## src/rtl/fetch_pkg.sv

```systemverilog
`default_nettype none
// ---------------------------------------------------------------------------
// fetch_pkg
// Shared definitions for the instruction-fetch front end: FSM state
// encoding and the default reset PC.
// Revision: 1.0
// ---------------------------------------------------------------------------
package fetch_pkg;

  // S_REQ: request issued; S_WAIT: one request outstanding;
  // S_HOLD: instruction captured while IF is stalled
  typedef enum logic [1:0] {
    S_REQ  = 2'd0,
    S_WAIT = 2'd1,
    S_HOLD = 2'd2
  } fetch_state_t;

  // MIPS boot vector (kseg1 view of the boot ROM)
  localparam logic [31:0] RESET_PC_DEFAULT = 32'hBFC0_0000;

endpackage
`default_nettype wire

```

## src/rtl/pc_fetch_if.sv

```systemverilog
`default_nettype none
// ---------------------------------------------------------------------------
// pc_fetch_if
// SRAM-like instruction-memory handshake: request/address out, separate
// address-accept and data-return strobes back.
// Revision: 1.0
// ---------------------------------------------------------------------------
interface pc_fetch_if;
  logic        inst_req;
  logic [31:0] inst_addr;
  logic        inst_addr_ok;
  logic        inst_data_ok;
  logic [31:0] inst_rdata;

  modport master (
    output inst_req,
    output inst_addr,
    input  inst_addr_ok,
    input  inst_data_ok,
    input  inst_rdata
  );

  modport slave (
    input  inst_req,
    input  inst_addr,
    output inst_addr_ok,
    output inst_data_ok,
    output inst_rdata
  );
endinterface
`default_nettype wire

```

## src/rtl/branch_target_calc.sv

```systemverilog
`default_nettype none
// ---------------------------------------------------------------------------
// branch_target_calc
// Combinational branch/jump target generation and next-PC priority mux.
// Revision: 1.0
// ---------------------------------------------------------------------------
module branch_target_calc (
  input  wire logic [31:0] pc_f,
  input  wire logic        branch_d,
  input  wire logic        jump_d,
  input  wire logic        jr_d,
  input  wire logic        branch_taken_d,
  input  wire logic [31:0] pc_plus4_d,
  input  wire logic [15:0] imm_d,
  input  wire logic [25:0] instr_index_d,
  input  wire logic [31:0] rs_d,
  output logic      [31:0] next_pc
);

  logic [31:0] branch_offset;
  logic [31:0] branch_target;
  logic [31:0] jump_target;
  logic [31:0] seq_pc;

  // Sign-extended word offset; the add wraps modulo 2^32
  assign branch_offset = {{14{imm_d[15]}}, imm_d, 2'b00};
  assign branch_target = pc_plus4_d + branch_offset;
  assign jump_target   = {pc_plus4_d[31:28], instr_index_d, 2'b00};
  assign seq_pc        = pc_f + 32'd4;

  // Priority: J/JAL, then JR/JALR, then taken branch, else sequential
  always_comb begin
    next_pc = seq_pc;
    if (jump_d) begin
      next_pc = jump_target;
    end else if (jr_d) begin
      next_pc = rs_d;
    end else if (branch_d && branch_taken_d) begin
      next_pc = branch_target;
    end
  end

endmodule
`default_nettype wire

```

## src/rtl/pc_fetch.sv

```systemverilog
`default_nettype none
// ---------------------------------------------------------------------------
// pc_fetch
// IF stage: PC register, next-PC selection and a single-outstanding
// instruction-memory request FSM with a hold buffer and stale-response
// discard after redirects.
// Revision: 1.0
// ---------------------------------------------------------------------------
module pc_fetch
  import fetch_pkg::*;
#(
  parameter logic [31:0] RESET_PC = RESET_PC_DEFAULT
) (
  input  wire logic        clk,
  input  wire logic        resetn,
  input  wire logic        stall_f,
  input  wire logic        flush_exc,
  input  wire logic [31:0] exc_pc,
  input  wire logic        branch_d,
  input  wire logic        jump_d,
  input  wire logic        jr_d,
  input  wire logic        branch_taken_d,
  input  wire logic [31:0] pc_plus4_d,
  input  wire logic [15:0] imm_d,
  input  wire logic [25:0] instr_index_d,
  input  wire logic [31:0] rs_d,
  pc_fetch_if.master       mem,
  output logic      [31:0] pc_f,
  output logic      [31:0] instr_f,
  output logic             instr_valid_f,
  output logic             fetch_stall,
  output logic             is_in_delayslot_f,
  output logic             adel_f
);

  fetch_state_t state, state_nxt;
  logic [31:0]  pc_nxt;
  logic [31:0]  buf_q, buf_nxt;
  logic         discard, discard_nxt;
  logic [31:0]  next_pc;
  logic         misaligned;
  logic         advance;

  branch_target_calc u_target (
    .pc_f           (pc_f),
    .branch_d       (branch_d),
    .jump_d         (jump_d),
    .jr_d           (jr_d),
    .branch_taken_d (branch_taken_d),
    .pc_plus4_d     (pc_plus4_d),
    .imm_d          (imm_d),
    .instr_index_d  (instr_index_d),
    .rs_d           (rs_d),
    .next_pc        (next_pc)
  );

  assign misaligned        = (pc_f[1:0] != 2'b00);
  assign advance           = instr_valid_f & ~stall_f & ~flush_exc;
  assign fetch_stall       = ~instr_valid_f;
  assign is_in_delayslot_f = branch_d | jump_d | jr_d;

  // Per-state outputs; a misaligned PC yields a faulting bubble without touching memory
  always_comb begin
    mem.inst_req  = 1'b0;
    mem.inst_addr = pc_f;
    instr_f       = 32'h0;
    instr_valid_f = 1'b0;
    adel_f        = 1'b0;
    unique case (state)
      S_REQ: begin
        if (misaligned) begin
          instr_valid_f = 1'b1;
          adel_f        = 1'b1;
        end else begin
          mem.inst_req = resetn;
        end
      end
      S_WAIT: begin
        if (mem.inst_data_ok && !discard) begin
          instr_valid_f = 1'b1;
          instr_f       = mem.inst_rdata;
        end
      end
      S_HOLD: begin
        instr_valid_f = 1'b1;
        instr_f       = buf_q;
      end
      default: ;
    endcase
    if (flush_exc) begin
      instr_valid_f = 1'b0;
    end
  end

  // Next-state logic: exception redirect overrides everything else
  always_comb begin
    state_nxt   = state;
    pc_nxt      = pc_f;
    buf_nxt     = buf_q;
    discard_nxt = discard;
    if (flush_exc) begin
      pc_nxt = exc_pc;
      unique case (state)
        S_REQ: begin
          // Accepted request would return data for the old PC
          if (mem.inst_req && mem.inst_addr_ok) begin
            state_nxt   = S_WAIT;
            discard_nxt = 1'b1;
          end
        end
        S_WAIT: begin
          if (mem.inst_data_ok) begin
            state_nxt   = S_REQ;
            discard_nxt = 1'b0;
          end else begin
            discard_nxt = 1'b1;
          end
        end
        S_HOLD:  state_nxt = S_REQ;
        default: state_nxt = S_REQ;
      endcase
    end else begin
      unique case (state)
        S_REQ: begin
          if (advance) begin
            pc_nxt = next_pc;
          end else if (mem.inst_req && mem.inst_addr_ok) begin
            state_nxt = S_WAIT;
          end
        end
        S_WAIT: begin
          if (mem.inst_data_ok) begin
            if (discard) begin
              discard_nxt = 1'b0;
              state_nxt   = S_REQ;
            end else if (advance) begin
              pc_nxt    = next_pc;
              state_nxt = S_REQ;
            end else begin
              buf_nxt   = mem.inst_rdata;
              state_nxt = S_HOLD;
            end
          end
        end
        S_HOLD: begin
          if (advance) begin
            pc_nxt    = next_pc;
            state_nxt = S_REQ;
          end
        end
        default: state_nxt = S_REQ;
      endcase
    end
  end

  // State, PC, hold buffer and discard flag registers
  always_ff @(posedge clk) begin
    if (!resetn) begin
      state   <= S_REQ;
      pc_f    <= RESET_PC;
      buf_q   <= 32'h0;
      discard <= 1'b0;
    end else begin
      state   <= state_nxt;
      pc_f    <= pc_nxt;
      buf_q   <= buf_nxt;
      discard <= discard_nxt;
    end
  end

endmodule
`default_nettype wire

```

## src/flat_wrapper.sv

```systemverilog
// flat-port wrapper written by rule: the top's interface ports become plain ports
module pc_fetch_flat import fetch_pkg::*;
#(
  parameter logic [31:0] RESET_PC = RESET_PC_DEFAULT
)
  (clk, resetn, stall_f, flush_exc, exc_pc, branch_d, jump_d, jr_d, branch_taken_d, pc_plus4_d, imm_d, instr_index_d, rs_d, pc_f, instr_f, instr_valid_f, fetch_stall, is_in_delayslot_f, adel_f, mem_inst_req, mem_inst_addr, mem_inst_addr_ok, mem_inst_data_ok, mem_inst_rdata);
  pc_fetch_if mem_i ();
  input  wire logic clk;
  input  wire logic resetn;
  input  wire logic stall_f;
  input  wire logic flush_exc;
  input  wire logic [31:0] exc_pc;
  input  wire logic branch_d;
  input  wire logic jump_d;
  input  wire logic jr_d;
  input  wire logic branch_taken_d;
  input  wire logic [31:0] pc_plus4_d;
  input  wire logic [15:0] imm_d;
  input  wire logic [25:0] instr_index_d;
  input  wire logic [31:0] rs_d;
  output logic      [31:0] pc_f;
  output logic      [31:0] instr_f;
  output logic instr_valid_f;
  output logic fetch_stall;
  output logic is_in_delayslot_f;
  output logic adel_f;
  output wire logic [$bits(mem_i.inst_req)-1:0] mem_inst_req;
  output wire logic [$bits(mem_i.inst_addr)-1:0] mem_inst_addr;
  input wire logic [$bits(mem_i.inst_addr_ok)-1:0] mem_inst_addr_ok;
  input wire logic [$bits(mem_i.inst_data_ok)-1:0] mem_inst_data_ok;
  input wire logic [$bits(mem_i.inst_rdata)-1:0] mem_inst_rdata;
  assign mem_inst_req = mem_i.inst_req;
  assign mem_inst_addr = mem_i.inst_addr;
  assign mem_i.inst_addr_ok = mem_inst_addr_ok;
  assign mem_i.inst_data_ok = mem_inst_data_ok;
  assign mem_i.inst_rdata = mem_inst_rdata;
  pc_fetch #(.RESET_PC(RESET_PC)) u_core (.clk(clk), .resetn(resetn), .stall_f(stall_f), .flush_exc(flush_exc), .exc_pc(exc_pc), .branch_d(branch_d), .jump_d(jump_d), .jr_d(jr_d), .branch_taken_d(branch_taken_d), .pc_plus4_d(pc_plus4_d), .imm_d(imm_d), .instr_index_d(instr_index_d), .rs_d(rs_d), .mem(mem_i), .pc_f(pc_f), .instr_f(instr_f), .instr_valid_f(instr_valid_f), .fetch_stall(fetch_stall), .is_in_delayslot_f(is_in_delayslot_f), .adel_f(adel_f));
endmodule
```

## config.mk

```make
export PLATFORM = sky130hd
export DESIGN_NAME = pc_fetch_flat
export DESIGN_NICKNAME = d
export VERILOG_FILES = /design/src/rtl/fetch_pkg.sv /design/src/rtl/pc_fetch_if.sv /design/src/rtl/branch_target_calc.sv /design/src/rtl/pc_fetch.sv /design/src/flat_wrapper.sv
export SDC_FILE = /design/constraint.sdc
export NUM_CORES = 1
export LEC_CHECK = 0
export ABC_CLOCK_PERIOD_IN_PS = 6700
export CORE_MARGIN = 2
export CORE_UTILIZATION = 47
export CTS_CLUSTER_DIAMETER = 60
export DETAILED_ROUTE_END_ITERATION = 7
export PLACE_DENSITY = 0.9
export SYNTH_ARGS = -nofsm -noshare
export SYNTH_HDL_FRONTEND = slang
export SYNTH_SLANG_ARGS = --single-unit
```

## constraint.sdc

```tcl
create_clock -name clk -period 6.7 [get_ports clk]
set_input_delay 1.34 -clock clk [delete_from_list [all_inputs] [get_ports clk]]
set_output_delay 1.34 -clock clk [all_outputs]
set_load 0.03 [all_outputs]
```

==> results.tsv <==
stage	metric	value	unit
min_path	min_path_cells	2	
yosys	number_of_synthesized_flops_with_an_enable_pin	0	
layout	area_growth_syn_to_layout	45.9	%
grt	grt_antenna_before_repair	1	
yosys	netlist_area	6500	um2
power_and_ir_drop	p_per_area	181	nW/um2
critical_path	timing.rr.end	u_core.mem.inst_addr[28]	
min_path	endpoint_of_the_worst_hold_timing_path	u_core.buf_q[13]	
power_and_ir_drop	leakage	3.38	nW
floorplanning	die_h	122	um
floorplanning	dieWidth	122	um
grt	grt_use_total	0.341	
detailed_routing	detail_route.first_pass.iterations	6	
yosys	yosys_warnings	0	
sta	fin_skew	0.00528	ns
detailed_routing	remaining_drc_errors	0	
min_path	hold_path_startpoint	u_core.buf_q[13]	
yosys	synth_cell_types	67	
detailed_routing	total_length_of_routed_wires	26100	um
sta	report.final.slew_viol_count	0	
clock_network	path_clk_slew	0.06	ns
critical_path	worst_ep_required_time	5.36	ns
placed_design	postPlaceCellArea	9130	um2
clock_network	cts_max_path_buffers	2	
critical_path	crit_path_frequent_cell	clkdlybuf4s50_1	
sta	finalCriticalPeriod	4.83	ns
layout	postLayoutCellArea	9480	um2
sta	timing_worst_slew_pin_value	1.25	ns
placed_design	hpwlAfterDp	19300	um
sta	post-route-worst-setup-slack	1.87	ns
sta	timing.final.crit_share	0.721	
sta	fmax	0.207	GHz
placed_design	place.port_buffers	280	
critical_path	critical_path.max_stage_delay	0.77	ns
min_path	timing.hold.worst.class	flip-flop to flip-flop	
power_and_ir_drop	peakVddDrop	146	uV
yosys	synth_sequential_area_ratio	0.206	
sta	fin_tns_setup	0	ns
sta	timing_hold_violations_final	0	
floorplanning	boundaryPins	281	
detailed_routing	wl_per_cell	19.9	um
critical_path	critical-path-top-delay-family	buffers and inverters	
detailed_routing	via_count	8108	
sta	max-slew-margin-rel	0.168	
yosys	post-synth-top-area-fraction	0.206	
detailed_routing	antenna_left	0	
clock_network	cts_made_buffers	9	
critical_path	critical_path.n_buffers_inverters	3	
power_and_ir_drop	finalPower	0.00172	W
critical_path	rr_startpoint	u_core.state[0]	
critical_path	path_cells	clkdlybuf4s50_1 -> nand2_1 -> nor2_2 -> buf_4 -> o31ai_1 -> clkdlybuf4s50_1	
critical_path	path_class	input pin to output pin	
yosys	largest_cells_by_area_after_synthesis	dfxtp_1, nand2_1, a21oi_1	
clock_network	clock-root-buffer	clkbuf_16	
yosys	post_synth.cell_area_avg	7.07	um2
yosys	yosys_top_cell_by_area	dfxtp_1	
floorplanning	start_util	0.487	
grt	grt_max_degree	42	
detailed_routing	detail_route.vias_per_cell	6.19	
critical_path	worst_path_max_delay_cell	clkdlybuf4s50_1	
placed_design	pre_cts_slack	1.90	ns
layout	layout.nets	1342	
yosys	synthFlopType	dfxtp_1	
clock_network	cts.sinks	67	
yosys	postSynthRegisterBits	67	
floorplanning	row_count	42	
sta	final-setup-viol-count	0	
yosys	synth_nets	1134	
yosys	netlist_instances	919	
critical_path	reg2reg_setup_slack	2.84	ns
clock_network	postCtsSetupBuffers	0	
grt	grt_pass1_wl	39700	um
critical_path	critPathLaunchType	input pin	
critical_path	reg2regPathDepth	9	
critical_path	timing.critical_path.to_type	output pin	
floorplanning	design.die.area	14800	um2
sta	setup_repair_after_global_routing_missed_its_margin	false	
flow_run	max_cap_violations	0	
grt	vias_in_the_first_global_route	7531	
placed_design	gp_routability_congestion	1.04	
clock_network	post_cts_hold_buffer_count	0	
clock_network	tritoncts	yes	
yosys	postSynth.asyncResetShare	0	
grt	grt_remaining_overflow	0	
critical_path	arrival_time_of_the_worst_setup_path	3.49	ns
critical_path	worstPathMaxFanout	36	
clock_network	ctsResizeCount	0	
run_status	run_status	finished clean	
floorplanning	floorplan.core_area	13300	um2
layout	drive_gt1_frac	0.0380	
layout	final.fill_count	1091	
clock_network	h-tree-depth	3	
detailed_routing	initial_detailed_routing_violation_count	962	
clock_network	clock_latency	0.34	ns
==> cell usage in the layout (no fill, tap or decap), types with 10 or more instances in the layout <==
master / count
nand2_1: 139
xor2_1: 21
a211oi_1: 15
a31oi_1: 12
dfxtp_1: 67
clkdlybuf4s50_1: 279
and3_1: 13
xnor2_1: 29
a22oi_1: 36
nor3_1: 10
nand3_1: 26
nor2_1: 58
o211ai_1: 19
nor2b_1: 34
inv_1: 15
a21oi_1: 99
o21a_1: 11
ha_1: 34
a21o_1: 17
o21ai_0: 62
==> layer usage <==
metal,global-route usage,up-vias,routed length (um),part of all wire
li1,-,3755,-,-
met1,0.443,3686,10200,0.39
met2,0.551,575,11800,0.45
met3,0.0609,92,2890,0.11
met4,0.156,0,1140,0.044
met5,0,-,0,0
==> kinds of logic after synthesis <==
group                      share of synthesized area
AOI/OAI and AO/OA                              0.349
and+or+nand+nor                                0.225
buffers and inverters                         0.0816
DFF                                            0.206
xor gates and xnor gates                      0.0674
adders and majority gates                     0.0686
muxes                                        0.00173
==> cell usage after synthesis, types with 3 or more instances <==
library cell	number
xnor2_1	29
a2111oi_0	4
nor2_1	59
a21o_1	17
a221o_1	4
nor2b_1	34
o211a_1	3
and4_1	3
o21bai_1	9
nor3_1	10
o211ai_1	19
a211oi_1	15
buf_4	32
a31oi_1	12
o21ai_0	63
nor4_1	6
inv_1	15
o2111ai_1	3
and3_1	13
or3_1	3
o221ai_1	8
nand2_1	139
nand4_1	9
o22ai_1	4
ha_1	34
a21oi_1	99
a22oi_1	36
a211o_1	5
clkbuf_1	55
dfxtp_1	67
buf_2	4
xor2_1	21
nand2b_1	4
nand3_1	26
a221oi_1	3
o21a_1	11
o31ai_1	5
==> how the worst max path moves through the flow <==
| stage | from | to | slack [ns] | cells after the start |
|---|---|---|---|---|
| 2_1_floorplan | mem_inst_data_ok | instr_valid_f | 2.47 | 4 |
| 5_1_grt | mem_inst_data_ok | fetch_stall | 1.75 | 6 |
| 3_5_place_dp | mem_inst_data_ok | fetch_stall | 1.90 | 6 |
| 4_1_cts | mem_inst_data_ok | fetch_stall | 1.90 | 6 |
| 3_3_place_gp | mem_inst_data_ok | fetch_stall | 1.99 | 6 |
| 6_report | mem_inst_data_ok | fetch_stall | 1.87 | 6 |
==> where the power goes <==
part           total (W)  internal, W  leakage (nW)  switching (W)
Sequential      0.000466     0.000422         0.548      0.0000442
Clock           0.000560     0.000367         0.170       0.000193
Combinational   0.000692     0.000310          2.67       0.000382
==> registers in the layout (all words and copies together) (netlist names) <==
signal / flops
u_core.discard: 1
u_core.buf_q: 32
u_core.mem.inst_addr: 32
u_core.state: 2
==> through the flow <==
| stage | hold WS [ns] | util | std cells |
|---|---|---|---|
| after floorplan | 0.437 | - | 919 |
| after global placement | 0.445 | 0.684 | 1292 |
| after detailed placement | 0.450 | 0.684 | 1292 |
| after CTS | 0.457 | 0.710 | 1308 |
| after global routing | 0.475 | 0.710 | 1309 |
| final | 0.458 | 0.710 | 1309 |
==> final cells by class <==
class	instances	area, um2	share of cell area
Sequential cell	67	1340	0.142
Inverter	16	60.1	0.00634
Antenna cell	1	2.50	0.000264
Clock buffer	9	225	0.0238
Multi-Input combinational cell	744	4640	0.489
Clock inverter	7	125	0.0132
Tap cell	176	220	0.0232
Timing Repair Buffer	289	2870	0.302
==> worst min-delay path, delay by kind of cell (launching register included) <==
family          cells  cell delay, ns
flops               1            0.31
simple gates        1            0.05
compound gates      1            0.05
No activity file was read; power rests on OpenSTA's default activity.
